### config.mk
export PLATFORM = sky130hd
export DESIGN_NAME = hazard_sequencer
export DESIGN_NICKNAME = d
export VERILOG_FILES = /design/src/rtl/nand_cpu_pkg.sv /design/src/rtl/sat_counter.sv /design/src/rtl/hazard_sequencer.sv
export SDC_FILE = /design/constraint.sdc
export NUM_CORES = 1
export LEC_CHECK = 0
export BUFFER_PORTS_ARGS = -buffer_cell sky130_fd_sc_hd__buf_2
export CAP_MARGIN = 0
export CORE_AREA = 2 2 77 79
export DETAILED_ROUTE_END_ITERATION = 6
export DIE_AREA = 0 0 79 81
export PLACE_DENSITY = 0.84
export SYNTH_ARGS = -nofsm -noshare
export SYNTH_HDL_FRONTEND = slang
export SYNTH_SLANG_ARGS = --single-unit
### constraint.sdc
create_clock -name clk -period 3.4 [get_ports clk]
set_input_delay 0.34 -clock clk [delete_from_list [all_inputs] [get_ports clk]]
set_output_delay 0.34 -clock clk [all_outputs]
set_load 0.05 [all_outputs]
### src/rtl/nand_cpu_pkg.sv
// nand_cpu_pkg: shared hazard FSM states, widths and saturating increment
`ifndef PC_SIZE
`define PC_SIZE 16
`endif
package nand_cpu_pkg;
  typedef enum logic [1:0] {RUN, DRAIN, HALTED} hazard_state_t;
  localparam int INT_CODE_W = 4;
  function automatic logic [31:0] sat_inc(input logic [31:0] v, input logic [31:0] max);
    return (v == max) ? v : v + 32'd1;
  endfunction
endpackage

### src/rtl/sat_counter.sv
// sat_counter: counter that sticks at its maximum value instead of wrapping
module sat_counter
  import nand_cpu_pkg::*;
#(
  parameter int CNT_W = 16
) (
  input  logic             clk,
  input  logic             rst,
  input  logic             inc,
  output logic [CNT_W-1:0] count
);
  localparam logic [31:0] MAX = 32'({CNT_W{1'b1}});
  if (CNT_W < 1 || CNT_W > 32) begin : g_bad_w
    $error("sat_counter: CNT_W must be 1..32");
  end
  always_ff @(posedge clk)
    count <= rst ? '0 : inc ? CNT_W'(sat_inc(32'(count), MAX)) : count;
endmodule

### src/rtl/hazard_sequencer.sv
// hazard_sequencer: pipeline retain/clear, deferred redirects, halt/interrupt drain FSM and stall counters
module hazard_sequencer
  import nand_cpu_pkg::*;
#(
  parameter int NUM_REGS    = 3,
  parameter int RESOLVE_IDX = 2,
  parameter int MEM_IDX     = 2,
  parameter int PC_SIZE     = `PC_SIZE,
  parameter int CNT_W       = 16
) (
  input  logic                  clk,
  input  logic                  rst,
  input  logic [NUM_REGS-1:0]   reg_valid,
  input  logic [NUM_REGS-1:0]   reg_halt,
  input  logic [NUM_REGS-1:0]   reg_interrupt,
  input  logic [INT_CODE_W-1:0] int_code_last,
  input  logic                  mispredict,
  input  logic [PC_SIZE-1:0]    recovery_pc,
  input  logic                  bp_override,
  input  logic [PC_SIZE-1:0]    bp_target,
  input  logic                  i_miss,
  input  logic                  d_miss,
  output logic [NUM_REGS-1:0]   retain,
  output logic [NUM_REGS-1:0]   clear,
  output logic                  fetch_stall,
  output logic                  fetch_override,
  output logic [PC_SIZE-1:0]    fetch_target,
  output logic                  halt_out,
  output logic                  int_out,
  output logic [INT_CODE_W-1:0] int_code_out,
  output logic [CNT_W-1:0]      cnt_mispredict,
  output logic [CNT_W-1:0]      cnt_stall
);
  if (NUM_REGS < 2 || RESOLVE_IDX >= NUM_REGS || MEM_IDX >= NUM_REGS) begin : g_bad_cfg
    $error("hazard_sequencer: need NUM_REGS>=2, RESOLVE_IDX<NUM_REGS, MEM_IDX<NUM_REGS");
  end
  hazard_state_t       state, state_nx;
  logic                mp, go_drain, halt_now, int_pulse, last_halt, last_int;
  logic                pend_v;
  logic [PC_SIZE-1:0]  pend_pc;
  logic [NUM_REGS-1:0] hz_clear, flagged;
  assign mp = mispredict & reg_valid[RESOLVE_IDX];
  genvar k;
  for (k = 0; k < NUM_REGS; k++) begin : g_reg
    assign hz_clear[k] = (mp & (k < RESOLVE_IDX)) | (i_miss & (k == 0)) | (d_miss & (k == MEM_IDX));
    assign clear[k]    = rst | hz_clear[k] | ((state == HALTED) & (k == 0));
    assign retain[k]   = ~rst & d_miss & (k < MEM_IDX);
    assign flagged[k]  = reg_valid[k] & (reg_halt[k] | reg_interrupt[k]) & ~hz_clear[k];
  end
  assign last_halt = reg_valid[NUM_REGS-1] & reg_halt[NUM_REGS-1];
  assign last_int  = reg_valid[NUM_REGS-1] & reg_interrupt[NUM_REGS-1];
  always_comb begin
    go_drain  = (state == RUN) & (|flagged);
    halt_now  = (state == HALTED) | ((state == DRAIN) & last_halt);
    int_pulse = (state == DRAIN) & ~last_halt & last_int;
    state_nx  = halt_now ? HALTED
              : go_drain ? DRAIN
              : ((state == DRAIN) & (last_int | ~(|flagged))) ? RUN
              : state;
  end
  assign fetch_stall    = rst | i_miss | (state != RUN) | go_drain;
  assign fetch_override = ~rst & ~d_miss & (mp | pend_v | bp_override);
  assign fetch_target   = mp ? recovery_pc : pend_v ? pend_pc : bp_target;
  assign halt_out       = ~rst & halt_now;
  assign int_out        = ~rst & int_pulse;
  assign int_code_out   = int_out ? int_code_last : '0;
  always_ff @(posedge clk) begin
    state   <= rst ? RUN : state_nx;
    pend_v  <= rst ? 1'b0 : d_miss ? (pend_v | mp) : 1'b0;
    pend_pc <= rst ? '0 : (mp & d_miss) ? recovery_pc : pend_pc;
  end
  sat_counter #(.CNT_W(CNT_W)) u_cnt_mp (.clk(clk), .rst(rst), .inc(mp), .count(cnt_mispredict));
  sat_counter #(.CNT_W(CNT_W)) u_cnt_stall (.clk(clk), .rst(rst), .inc(fetch_stall), .count(cnt_stall));
endmodule
==> results_dict.tcl <==
set metrics [dict create \
    status "completed" \
    holdWs_ns 0.2757 \
    worstHoldPathCells 3 \
    synth_cells 356 \
    die_area_mm2 0.006399 \
    synth_common_cells "nand2_1 (58), dfxtp_1 (51), nor2_1 (36)" \
    power.switching_uw 389.9 \
    track_usage 0.2106 \
    cp_cell_sequence "ha_1 > nand3_2 > or3_1 > nor3_4 > nor4b_1 > mux2_2" \
    tightestPinTransition_ns 0.9648 \
    place_congestion 0.8725 \
    cts_buffer_depth 2 \
    wire_per_inst_um 12.94 \
    setup_viol 0 \
    reg2reg_from "u_cnt_stall.count[0]" \
    powerDensity_mw_per_mm2 363.2 \
    synth-edff-count 0 \
    final_nets 506 \
    clockPowerShare 0.302 \
    slew_viol_final 0 \
    ir_drop_mv 0.2892 \
    multi_input_area_mm2 0.001653 \
    syn_nets 409 \
    rows 28 \
    grt_start_max_net_pins 48 \
    p_int_uw 869.8 \
    path_buf_inv 0 \
    cp-startpoint "u_cnt_stall.count[0]" \
    path_depth 6 \
    slew_headroom 0.3559 \
    max_freq_mhz 402.4 \
    worstSetupPathType "reg -> reg" \
    rsz0062_at_grt "no" \
    worstPathRequired_ns 3.60 \
    reg2regPathDepth 6 \
    gr-total-overflow 0 \
    diodes 0 \
    clock_tree.root_cell "clkbuf_8" \
    drc 0 \
    p_sw_frac 0.3095 \
    endpoint_kind "flip-flop" \
    synth.most_common_cell "nand2_1" \
    yosys_warnings 0 \
    ys_ff_latch 51 \
    tns_ns 0 \
    synth_simple_gate_area_share 0.3117 \
    fill_cells 538 \
    period_needed_ns 2.485 \
    yosys.area.top_type_share 0.3628 \
    clkSinkCount 51 \
    antenna_left 0 \
    routed_wl_um 6846 \
    drtIter0Drc 170 \
    critPathArrivalTime_ns 2.68 \
    p_leak_nw 1.454 \
    synthXorXnorAreaFrac 0.03735 \
    ios 113 \
    clk_pin_slew_worst_paths_ns 0.09 \
    area_growth_pct 23.25 \
    htreeDepth 2 \
    firstDrtPassIters 4 \
    start_util 0.4958 \
    die_x_um 79 \
    synth.largest_area_cell "dfxtp_1" \
    crit_slowest_cell "nor3_4" \
    netlist_area_mm2 0.002814 \
    grt_pass1_wl_um 10940 \
    num_vias 2900 \
    drv_cap 0 \
    min_from "recovery_pc[1]" \
    clkLatencyLatePin_ns 0.30 \
    dp_hpwl_um 5095 \
    vias_per_cell 5.482 \
    hold_class "in -> reg" \
    core-area_mm2 0.005675 \
    skew_ns 0.006674 \
    synth_compound_area_frac 0.1432 \
    postSynthAreaPerCell_um2 7.904 \
    cts_setup_buffers 0 \
    combPwrFrac 0.201 \
    finalCritPeriodShare 0.7310 \
    grt_pass1_vias 2454 \
    io_buffers 111 \
    die_h_um 81 \
    worst_setup_path_start_kind "flip-flop" \
    critPathTopFamily "simple AND/OR/NAND/NOR gates" \
    cts_made_buffers 5 \
    synth_ff_type "dfxtp_1" \
    hold_viol 0 \
    seqPwrFrac 0.497 \
    muxShareOfSynthArea 0.08493 \
    cts_resized 0 \
    grt_antenna_before_repair 0 \
    seq_area_frac_synth 0.3628 \
    synthTopCellsByArea "dfxtp_1 (36%), nand2_1 (7.7%), mux2i_1 (5.7%)" \
    layout-drive-gt1-share 0.3040 \
    synth_fa_ha_area_frac 0.008893 \
    cts_tree "done" \
    synth_cell_type_count 51 \
    postCtsHoldBufs 0 \
    synth_top_family_by_area "simple AND/OR/NAND/NOR gates" \
    cp_slowest_stage_delay_ns 0.68 \
    regArea_mm2 0.001021 \
    ys_async_sr_fraction 0 \
    path_max_fanout 23 \
]
[cell families (layout without fill, tap and decap cells)]
logic type,after synthesis,after routing
xor gates and xnor gates,12,12
adders and majority gates,2,2
AOI/OAI and AO/OA,67,67
buffers and inverters,30,128
DFF,51,51
muxes,23,23
other,1,1
and+or+nand+nor,170,170
[layout by cell type (no fill, tap or decap), types with 2 or more instances in the layout]
cell type | Yosys | layout
buf_2 | 4 | 111
or3_1 | 4 | 4
xnor2_1 | 9 | 9
o31ai_1 | 6 | 6
nor2b_1 | 6 | 6
nor4_1 | 8 | 8
nor3_1 | 6 | 6
nor2_1 | 36 | 36
nor4b_1 | 2 | 2
mux2i_1 | 16 | 16
mux2_2 | 7 | 7
nand2_1 | 58 | 58
nand2b_1 | 3 | 3
nand3_1 | 14 | 14
ha_1 | 2 | 2
dfxtp_1 | 51 | 51
and4_1 | 2 | 2
inv_1 | 6 | 6
and2_1 | 5 | 5
or4_1 | 6 | 6
xor2_1 | 3 | 3
buf_4 | 2 | 2
a21oi_1 | 28 | 28
nor4_4 | 2 | 2
o21ai_0 | 21 | 21
clkbuf_8 | 0 | 7
o311a_1 | 2 | 2
nand4_1 | 7 | 7
and3_1 | 3 | 3
[area by class of cell]
type,count,area share
repair buffers,113,0.1645
flip-flops and latches,51,0.2944
multi-input cells,275,0.4766
well taps,75,0.02706
clock buffers,7,0.02778
clock inverters,1,0.002164
inverters,7,0.007576
[flip-flops by register name (all words and copies together), names as in the netlist]
register           cells
pend_v                 1
state                  2
u_cnt_stall.count     16
pend_pc               16
u_cnt_mp.count        16
[metal layers]
| layer | track usage | wire, um |
|---|---|---|
| met1 | 0.2773 | 3065 |
| met2 | 0.3517 | 3215 |
| met3 | 0.04556 | 505 |
| met4 | 0.05690 | 59 |
| met5 | 0 | 0 |
[worst min-delay path, cell delays in order]
cell and delay, ns:
buf_2 0.10, nand2_1 0.05, a21oi_1 0.05
[through the flow]
step	setup WS (ns)	utilization	power (mW)	cell area [um^2]	std cells
final	0.9146	0.6111	1.260	3468	529
after global routing	0.7285	0.6111	1.320	3468	529
after global placement	1.090	0.5928	0.8892	3364	521
after detailed placement	0.9745	0.5928	0.8937	3364	521
after CTS	0.9300	0.6111	1.269	3468	529
after floorplan	0.07460	-	0.8220	2814	356
[worst paths after layout]
| kind | endpoint | slack, ns |
|---|---|---|
| worst min register to register | pend_pc[5] | 0.46 |
| worst max register to register | u_cnt_stall.count[5] | 0.91 |
| worst max-delay path | u_cnt_stall.count[5] | 0.91 |
| worst min-delay path | pend_pc[1] | 0.28 |
[power by group through the flow]
stage / Sequential, mW / Clock, mW / Combinational [mW]
after floorplan: 0.653 / 0 / 0.169
after CTS: 0.626 / 0.388 / 0.254
after global placement: 0.638 / 0 / 0.251
after global routing: 0.629 / 0.417 / 0.274
final: 0.626 / 0.381 / 0.253
after detailed placement: 0.640 / 0 / 0.253
Power figures use the tool's default switching activity.
